[config.mk]
export PLATFORM = sky130hd
export DESIGN_NAME = multicycle_main_control
export DESIGN_NICKNAME = d
export VERILOG_FILES = /design/src/rtl/legv8_ctrl_pkg.sv /design/src/rtl/opcode_class_decoder.sv /design/src/rtl/multicycle_main_control.sv
export SDC_FILE = /design/constraint.sdc
export NUM_CORES = 1
export LEC_CHECK = 0
export BUFFER_PORTS_ARGS = -buffer_cell sky130_fd_sc_hd__buf_2
export CAP_MARGIN = 25
export CORE_AREA = 2 2 39 41
export CTS_BUF_LIST = sky130_fd_sc_hd__clkbuf_8
export DETAILED_ROUTE_END_ITERATION = 8
export DIE_AREA = 0 0 41 43
export PLACE_DENSITY = 0.77
export SYNTH_ARGS = -nofsm -noshare
export SYNTH_HDL_FRONTEND = slang
export SYNTH_SLANG_ARGS = --single-unit
[constraint.sdc]
create_clock -name clk -period 2.1 [get_ports clk]
set_input_delay 0.525 -clock clk [delete_from_list [all_inputs] [get_ports clk]]
set_output_delay 0.525 -clock clk [all_outputs]
set_load 0.02 [all_outputs]
[src/rtl/legv8_ctrl_pkg.sv]
// Shared constants for the multicycle LEGv8 control path: state encoding,
// opcode patterns with don't-care masks, ALUOp codes and ALU B-select codes.
// The ALU control decoder imports the ALUOp codes from here as well.
package legv8_ctrl_pkg;

  localparam int unsigned OPC_W  = 11;
  localparam int unsigned ST_W   = 4;
  localparam int unsigned ALUOP_W = 2;
  localparam int unsigned SRCB_W  = 2;

  // Control FSM state encoding (12-15 unused, recover to IDLE)
  typedef enum logic [ST_W-1:0] {
    ST_IDLE     = 4'd0,
    ST_FETCH    = 4'd1,
    ST_DECODE   = 4'd2,
    ST_EXEC_R   = 4'd3,
    ST_WB_R     = 4'd4,
    ST_MEM_ADDR = 4'd5,
    ST_MEM_RD   = 4'd6,
    ST_WB_LD    = 4'd7,
    ST_MEM_WR   = 4'd8,
    ST_CBZ_EXEC = 4'd9,
    ST_B_EXEC   = 4'd10,
    ST_ILLEGAL  = 4'd11
  } state_e;

  // Opcode patterns; a pattern matches where (op & mask) == (pat & mask)
  localparam logic [OPC_W-1:0] OP_ADD     = 11'b10001011000;
  localparam logic [OPC_W-1:0] OP_SUB     = 11'b11001011000;
  localparam logic [OPC_W-1:0] OP_AND     = 11'b10001010000;
  localparam logic [OPC_W-1:0] OP_ORR     = 11'b10101010000;
  localparam logic [OPC_W-1:0] OP_LDUR    = 11'b11111000010;
  localparam logic [OPC_W-1:0] OP_STUR    = 11'b11111000000;
  localparam logic [OPC_W-1:0] OP_CBZ     = 11'b10110100000;
  localparam logic [OPC_W-1:0] OP_B       = 11'b00010100000;
  localparam logic [OPC_W-1:0] MASK_EXACT = 11'b11111111111;
  localparam logic [OPC_W-1:0] MASK_CBZ   = 11'b11111111000;
  localparam logic [OPC_W-1:0] MASK_B     = 11'b11111100000;

  // ALUOp codes consumed by the ALU control decoder
  localparam logic [ALUOP_W-1:0] ALUOP_ADD   = 2'b00;
  localparam logic [ALUOP_W-1:0] ALUOP_PASSB = 2'b01;
  localparam logic [ALUOP_W-1:0] ALUOP_FUNCT = 2'b10;

  // ALU B-operand select codes
  localparam logic [SRCB_W-1:0] SRCB_REG  = 2'b00;
  localparam logic [SRCB_W-1:0] SRCB_FOUR = 2'b01;
  localparam logic [SRCB_W-1:0] SRCB_DOFF = 2'b10;
  localparam logic [SRCB_W-1:0] SRCB_BOFF = 2'b11;

  // One-hot instruction class
  typedef struct packed {
    logic rtype;
    logic load;
    logic store;
    logic cbz;
    logic b;
    logic illegal;
  } op_class_t;

  function automatic logic op_match(input logic [OPC_W-1:0] op,
                                    input logic [OPC_W-1:0] pat,
                                    input logic [OPC_W-1:0] mask);
    return (op & mask) == (pat & mask);
  endfunction

endpackage

[src/rtl/opcode_class_decoder.sv]
// Combinational opcode classifier.
// Ports:
//   i_opcode   in   IR[31:21]
//   o_class_c  out  one-hot class {rtype, load, store, cbz, b, illegal}
module opcode_class_decoder
  import legv8_ctrl_pkg::*;
(
  input  logic [OPC_W-1:0] i_opcode,
  output op_class_t        o_class_c
);

  logic w_rtype;
  logic w_load;
  logic w_store;
  logic w_cbz;
  logic w_b;

  always_comb begin
    w_rtype = op_match(i_opcode, OP_ADD, MASK_EXACT) |
              op_match(i_opcode, OP_SUB, MASK_EXACT) |
              op_match(i_opcode, OP_AND, MASK_EXACT) |
              op_match(i_opcode, OP_ORR, MASK_EXACT);
    w_load  = op_match(i_opcode, OP_LDUR, MASK_EXACT);
    w_store = op_match(i_opcode, OP_STUR, MASK_EXACT);
    w_cbz   = op_match(i_opcode, OP_CBZ, MASK_CBZ);
    w_b     = op_match(i_opcode, OP_B, MASK_B);

    o_class_c         = '0;
    o_class_c.rtype   = w_rtype;
    o_class_c.load    = w_load;
    o_class_c.store   = w_store;
    o_class_c.cbz     = w_cbz;
    o_class_c.b       = w_b;
    o_class_c.illegal = ~(w_rtype | w_load | w_store | w_cbz | w_b);
  end

endmodule

[src/rtl/multicycle_main_control.sv]
// Main control FSM of the multicycle LEGv8 datapath: sequences fetch,
// decode, execute, memory and writeback, and drives ALUOp for the ALU
// control decoder. Outputs are decoded from the state register; ir_write
// and pc_write in FETCH are additionally gated by mem_ready.
// Optional build macro MCTRL_RETIRE_CNT_EN adds the 32-bit instr_retired
// counter output.
// Ports:
//   clk, reset        clock, synchronous active-high reset
//   opcode            IR[31:21], valid from DECODE on
//   mem_ready         memory completes the current access
//   alu_op            00 add, 01 pass-B, 10 R-type funct
//   alu_src_a/_b      ALU operand selects
//   pc_write(_cond)   PC load (unconditional / on zero), pc_source select
//   ir_write          IR load
//   mem_read/_write   memory requests
//   reg_write, mem_to_reg, reg2loc  register file controls
//   illegal_op        sticky illegal-opcode flag (held in ILLEGAL)
//   state_out         current state, debug
//   instr_retired     retired-instruction count (MCTRL_RETIRE_CNT_EN only)
module multicycle_main_control
  import legv8_ctrl_pkg::*;
#(
  parameter int unsigned OPCODE_W = 11,
  parameter int unsigned STATE_W  = 4
) (
  input  logic                clk,
  input  logic                reset,
  input  logic [OPCODE_W-1:0] opcode,
  input  logic                mem_ready,
  output logic [1:0]          alu_op,
  output logic                alu_src_a,
  output logic [1:0]          alu_src_b,
  output logic                pc_write,
  output logic                pc_write_cond,
  output logic                pc_source,
  output logic                ir_write,
  output logic                mem_read,
  output logic                mem_write,
  output logic                reg_write,
  output logic                mem_to_reg,
  output logic                reg2loc,
  output logic                illegal_op,
  output logic [STATE_W-1:0]  state_out
`ifdef MCTRL_RETIRE_CNT_EN
  ,
  output logic [31:0]         instr_retired
`endif
);

  state_e    r_state;
  state_e    w_next;
  op_class_t w_class;
  logic      w_retire;

  opcode_class_decoder u_opcode_class_decoder (
    .i_opcode  (OPC_W'(opcode)),
    .o_class_c (w_class)
  );

  // State register
  always_ff @(posedge clk) begin
    if (reset) begin
      r_state <= ST_IDLE;
    end else begin
      r_state <= w_next;
    end
  end

  // Next state and Moore output decode
  always_comb begin
    w_next        = ST_IDLE;
    w_retire      = 1'b0;
    alu_op        = ALUOP_ADD;
    alu_src_a     = 1'b0;
    alu_src_b     = SRCB_REG;
    pc_write      = 1'b0;
    pc_write_cond = 1'b0;
    pc_source     = 1'b0;
    ir_write      = 1'b0;
    mem_read      = 1'b0;
    mem_write     = 1'b0;
    reg_write     = 1'b0;
    mem_to_reg    = 1'b0;
    reg2loc       = 1'b0;
    illegal_op    = 1'b0;

    case (r_state)
      ST_IDLE: begin
        w_next = ST_FETCH;
      end
      ST_FETCH: begin
        mem_read  = 1'b1;
        alu_src_b = SRCB_FOUR;
        ir_write  = mem_ready;
        pc_write  = mem_ready;
        if (mem_ready) w_next = ST_DECODE;
        else           w_next = ST_FETCH;
      end
      ST_DECODE: begin
        // Branch target computed speculatively into ALUOut
        alu_src_b = SRCB_BOFF;
        reg2loc   = w_class.store | w_class.cbz;
        if (w_class.illegal)                    w_next = ST_ILLEGAL;
        else if (w_class.rtype)                 w_next = ST_EXEC_R;
        else if (w_class.load | w_class.store)  w_next = ST_MEM_ADDR;
        else if (w_class.cbz)                   w_next = ST_CBZ_EXEC;
        else if (w_class.b)                     w_next = ST_B_EXEC;
        else                                    w_next = ST_ILLEGAL;
      end
      ST_EXEC_R: begin
        alu_src_a = 1'b1;
        alu_op    = ALUOP_FUNCT;
        w_next    = ST_WB_R;
      end
      ST_WB_R: begin
        reg_write = 1'b1;
        w_retire  = 1'b1;
        w_next    = ST_FETCH;
      end
      ST_MEM_ADDR: begin
        alu_src_a = 1'b1;
        alu_src_b = SRCB_DOFF;
        // Opcode re-sampled here; anything not a load/store is treated as illegal
        if (w_class.load)       w_next = ST_MEM_RD;
        else if (w_class.store) w_next = ST_MEM_WR;
        else                    w_next = ST_ILLEGAL;
      end
      ST_MEM_RD: begin
        mem_read = 1'b1;
        if (mem_ready) w_next = ST_WB_LD;
        else           w_next = ST_MEM_RD;
      end
      ST_WB_LD: begin
        reg_write  = 1'b1;
        mem_to_reg = 1'b1;
        w_retire   = 1'b1;
        w_next     = ST_FETCH;
      end
      ST_MEM_WR: begin
        mem_write = 1'b1;
        reg2loc   = 1'b1;
        w_retire  = mem_ready;
        if (mem_ready) w_next = ST_FETCH;
        else           w_next = ST_MEM_WR;
      end
      ST_CBZ_EXEC: begin
        reg2loc       = 1'b1;
        alu_op        = ALUOP_PASSB;
        pc_write_cond = 1'b1;
        pc_source     = 1'b1;
        w_retire      = 1'b1;
        w_next        = ST_FETCH;
      end
      ST_B_EXEC: begin
        pc_write  = 1'b1;
        pc_source = 1'b1;
        w_retire  = 1'b1;
        w_next    = ST_FETCH;
      end
      ST_ILLEGAL: begin
        illegal_op = 1'b1;
        w_next     = ST_ILLEGAL;
      end
      default: begin
        w_next = ST_IDLE;
      end
    endcase
  end

  assign state_out = STATE_W'(r_state);

`ifdef MCTRL_RETIRE_CNT_EN
  logic [31:0] r_retired;

  // Retired-instruction counter, wraps naturally
  always_ff @(posedge clk) begin
    if (reset) begin
      r_retired <= 32'd0;
    end else if (w_retire) begin
      r_retired <= r_retired + 32'd1;
    end
  end

  assign instr_retired = r_retired;
`else
  logic w_retire_unused;
  assign w_retire_unused = w_retire;
`endif

endmodule

# Word-level counts from Yosys, hierarchy flattened

Index checks and enable logic that the tools add are counted.

Register bits after elaboration: 4
Bits of input ports: 14
Output and inout port bits: 19

Equal/unequal tests: 19
Muxes and demuxes: 24
Bitwise gates (word level): 9
Reductions and logical operators: 7

Operator list:

| kind                 | number |
|---|---|
| $eq 11x11->1 const B | 6 |
| $pmux 4 s8           | 1 |
| $mux 4               | 5 |
| $eq 4x3->1 const B   | 4 |
| $eq 4x4->1 const B   | 4 |
| $mux 1               | 11 |
| $reduce_or 2->1      | 5 |
| $or 1x1->1           | 9 |
| $eq 4x2->1 const B   | 2 |
| $eq 8x8->1 const B   | 1 |
| $eq 6x3->1 const B   | 1 |
| $mux 2               | 3 |
| $pmux 2 s3           | 1 |
| $reduce_or 5->1      | 1 |
| $eq 4x1->1 const B   | 1 |
| $logic_not 4->1      | 1 |
| $pmux 1 s2           | 2 |
| $pmux 2 s2           | 1 |

# Longest topological paths before layout

Word-level depth: 10
Gate-level depth with buffers: 6
Mapped depth without buffers: 4

# By module

Synthesis repeated with hierarchy kept, for this count alone.

Cell total of the unflattened synthesis: 96
Area, all modules: 621.8 um2

By module, submodules not included:

| module                  | instances | cells an instance | area an instance (um2) | seq. area each (um2) |
|---|---|---|---|---|
| multicycle_main_control | 1         | 74                | 469.2                  | 80.1 |
| opcode_class_decoder    | 1         | 22                | 152.6                  | 0.0 |

# Worst setup path after synthesis

No wires, ideal clock.

Path kind: input -> output
Start point: input opcode[0]
End point: output reg2loc
Data arrival time: 1616 ps
Setup slack: -41 ps
Cell stages on the path: 4
Cells stage by stage: or4b_4 -> o31ai_1 -> nand4_1 -> o21ai_0

Cells in the longest elaborated chain, start to end: 3

Ends and longest elaborated chain:

| what            | line                           | source |
|---|---|---|
| start, declared | multicycle_main_control.sv:28  | `input logic [OPCODE_W-1:0] opcode,` |
| $eq 11x11->1    | legv8_ctrl_pkg.sv:64           | `return (op & mask) == (pat & mask);` |
| $or 1x1->1      | multicycle_main_control.sv:102 | `reg2loc = w_class.store \| w_class.cbz;` |
| $pmux 1 s2      | multicycle_main_control.sv:87  | `case (r_state)` |
| end, declared   | multicycle_main_control.sv:41  | `output logic reg2loc,` |

Every way passes these cells.

# Worst setup path after layout

Same ends and word-level chain as after synthesis.

==> summary.txt <==
outcome - finished with violations
failing checks - setup timing
peak fanout along the critical path - 2
Min-Delay Path Class - in2reg
Core Rows - 14
FFs w/ async S/R, synth - 0
Max Slew Vio Count - 0
H-Tree Depth - 1
final hold viol count - 0
Power Dens Cells - 541 nW/µm²
Final ANT Viol Nets - 0
Worst slew margin - 0.648
CTS Buf Count - 3
Clock Tree Root - clkbuf_8
Reg2Reg Depth - 4
# IOs - 33
first-pass GRT wire length - 2.60 mm
startpoint types - primary input
post-synthesis simple-gate area fraction - 0.493
global-route usage over all layers - 0.209
leading area contributor after synthesis - dfxtp_1
crit-path cells - buf_6 > or4b_4 > o31ai_4 > nand4_1 > o21ai_2 > buf_6
setup ws final - -0.112 ns
cells after synthesis - 81
DP Area - 752 µm²
vias post-DR - 755
min cycle time layout - 2.21 ns
crit path DAT - 1.69 ns
critical path class - in2out
number of diodes - 0
Post-Syn Area - 551 µm²
GP Congestion - 0.919
CP max stage delay - 0.55 ns
Pwr Total - 0.000445 W
initial antenna violation count - 0
period utilization - 1.05
Yosys warning count - 0
Reg2Reg Capture Point - state_out[1]$_SDFF_PP0_
clock tree buffer depth - 2
most frequent cells after synthesis - nor2_1 (10), nor3_1 (8), nand2_1 (5), nand2b_1 (5), o21ai_0 (5)
CTS tree - yes
largest net degree at the start of global routing - 18
Pleak - 0.391 nW
clk slew on worst S/H paths - 0.04 ns
crit end category - output pin
Nets - 132
# port buffers - 32
max FFs per register - 4
Worst-Margin Slew - 0.527 ns
Hold Buf Count CTS - 0
Main synth FF type - dfxtp_1
CTS Sinks - 4
synthesized net count - 95
R2R Setup Slk - 0.47 ns
filler instances - 137
clk_lat worst skew - 0.22 ns
Initial Utilization - 0.398
detailed placement HPWL - 1.27 mm
multiplexer share of the synthesized area - 0.0205
Area growth, synth to finish - 49.3%
Vias/cell - 5.72
Compound-Gate Fraction of Synth Area - 0.261
Die ar. - 1760 µm²
RSZ-0062 raised after global routing - true
# DRC - 0
number of flops mapped to enable cells by yosys - 0
hold path endpoint - state_out[0]$_SDFF_PP0_
Setup Buffers After CTS - 0
Final Instance Area - 822 µm²
main combinational cell family by area after synthesis - simple AND/OR/NAND/NOR gates
Worst IR Drop VDD - 0.372 mV
count leader, synth - nor2_1
top cell type's share of synthesized area - 0.145
total gr overflow - 0
Core ar. - 1380 µm²
Clock Skew - 0.00260 ns
synth top area cells - dfxtp_1 (15%), nor3_1 (7.3%), nor2_1 (6.8%)
Mean Syn Cell Area - 6.80 µm²
number of distinct library cells after synthesis - 37
vias in the first global route - 606
Iteration-0 DRC Markers - 20
cell mode on critical path - buf_6
f_max - 452 MHz
worst hold path cell count - 3
layout cells sized above 1 - 0.414
critical path's slowest cell - or4b_4
max-cap violation count - 0
Worst R2R Start - state_out[2]$_SDFF_PP0_
xor and xnor area share after synthesis - 0.0159
Die Wd - 41 µm
Detailed Route WL - 1.69 mm
Worst EP required - 1.57 ns
#FFs+latches synth - 4
number of setup violations in the final report - 1
Seq/Total Area, Yosys - 0.145
HP Start - opcode[3]
Die Height - 43 µm
mean routed wirelength per cell - 12.8 µm
post-synthesis adder-cell area fraction - 0
Pre-Repair DR Iteration Count - 4
fin util - 0.594
-- report_power, final --
group	internal, W	total [W]	switching (W)
sequential	0.0000827	0.000102	0.0000193
clock	0.000123	0.000170	0.0000472
combinational	0.0000735	0.000173	0.0000991
total	0.000279	0.000445	0.000166
-- routing by layer --
| metal | vias to the layer above | part of all wire | wire length, µm | global-route usage |
|---|---|---|---|---|
| met5 | - | 0 | 0 | 0 |
| met4 | 0 | 0.024 | 40 | 0.0800 |
| met3 | 6 | 0.097 | 164 | 0.0209 |
| met2 | 48 | 0.49 | 826 | 0.353 |
| met1 | 323 | 0.39 | 663 | 0.254 |
| li1 | 378 | - | - | - |
-- worst max path at each step --
stage                     startpoint      end  slack (ns)  depth (start not counted)
after floorplan            opcode[0]  reg2loc        0.05                          4
after CTS                  opcode[0]  reg2loc       -0.11                          6
after detailed placement   opcode[0]  reg2loc       -0.17                          6
after global routing       opcode[0]  reg2loc       -0.15                          6
final                      opcode[0]  reg2loc       -0.11                          6
after global placement     opcode[0]  reg2loc       -0.18                          6
-- kinds of logic (layout without fill, tap and decap cells) --
logic type	after synthesis	count (layout)
xor+xnor	1	1
buf+inv	8	43
flops	4	4
simple gates	45	45
mux	1	1
compound gates	22	22
-- cell type report --
type,count,area [µm²],area share
clock buffers,3,41.3,0.0502
multi-input cells,69,455,0.554
flip-flops and latches,4,80.1,0.0974
well taps,16,20.0,0.0244
repair buffers,38,218,0.265
inverters,2,7.51,0.00913
-- cell usage in the layout, fill, tap and decap left out, drive strengths merged, types with 2 or more instances in the layout --
cell	n
buf	38
nand2	5
nor2b	2
nor2	10
nand3b	4
o21ai	6
nor3	8
inv	2
nor4	3
dfxtp	4
o31ai	2
nand2b	5
clkbuf	3
a21oi	4
-- critical path: cells and delay by family --
kind | cells | cell delay (ns)
buffers and inverters | 2 | 0.22
AO/OA/AOI/OAI | 2 | 0.26
AND/OR/NAND/NOR | 2 | 0.68
-- what timing repair did --
item	in CTS	in global routing
cloned	0	0
setup endpoints to repair	1	2
resized for setup	4	2
pin swaps	0	0
hold endpoints to repair	0	0
-- stage by stage --
step,std cells,TNS (ns),hold slack [ns],setup WS [ns]
floorplan,81,0,0.701,0.0467
global placement,129,-0.176,0.730,-0.176
detailed placement,129,-0.169,0.737,-0.169
CTS,132,-0.112,0.695,-0.112
global route,132,-0.147,0.717,-0.147
finish,132,-0.112,0.681,-0.112
Power figures use the tool's default switching activity.
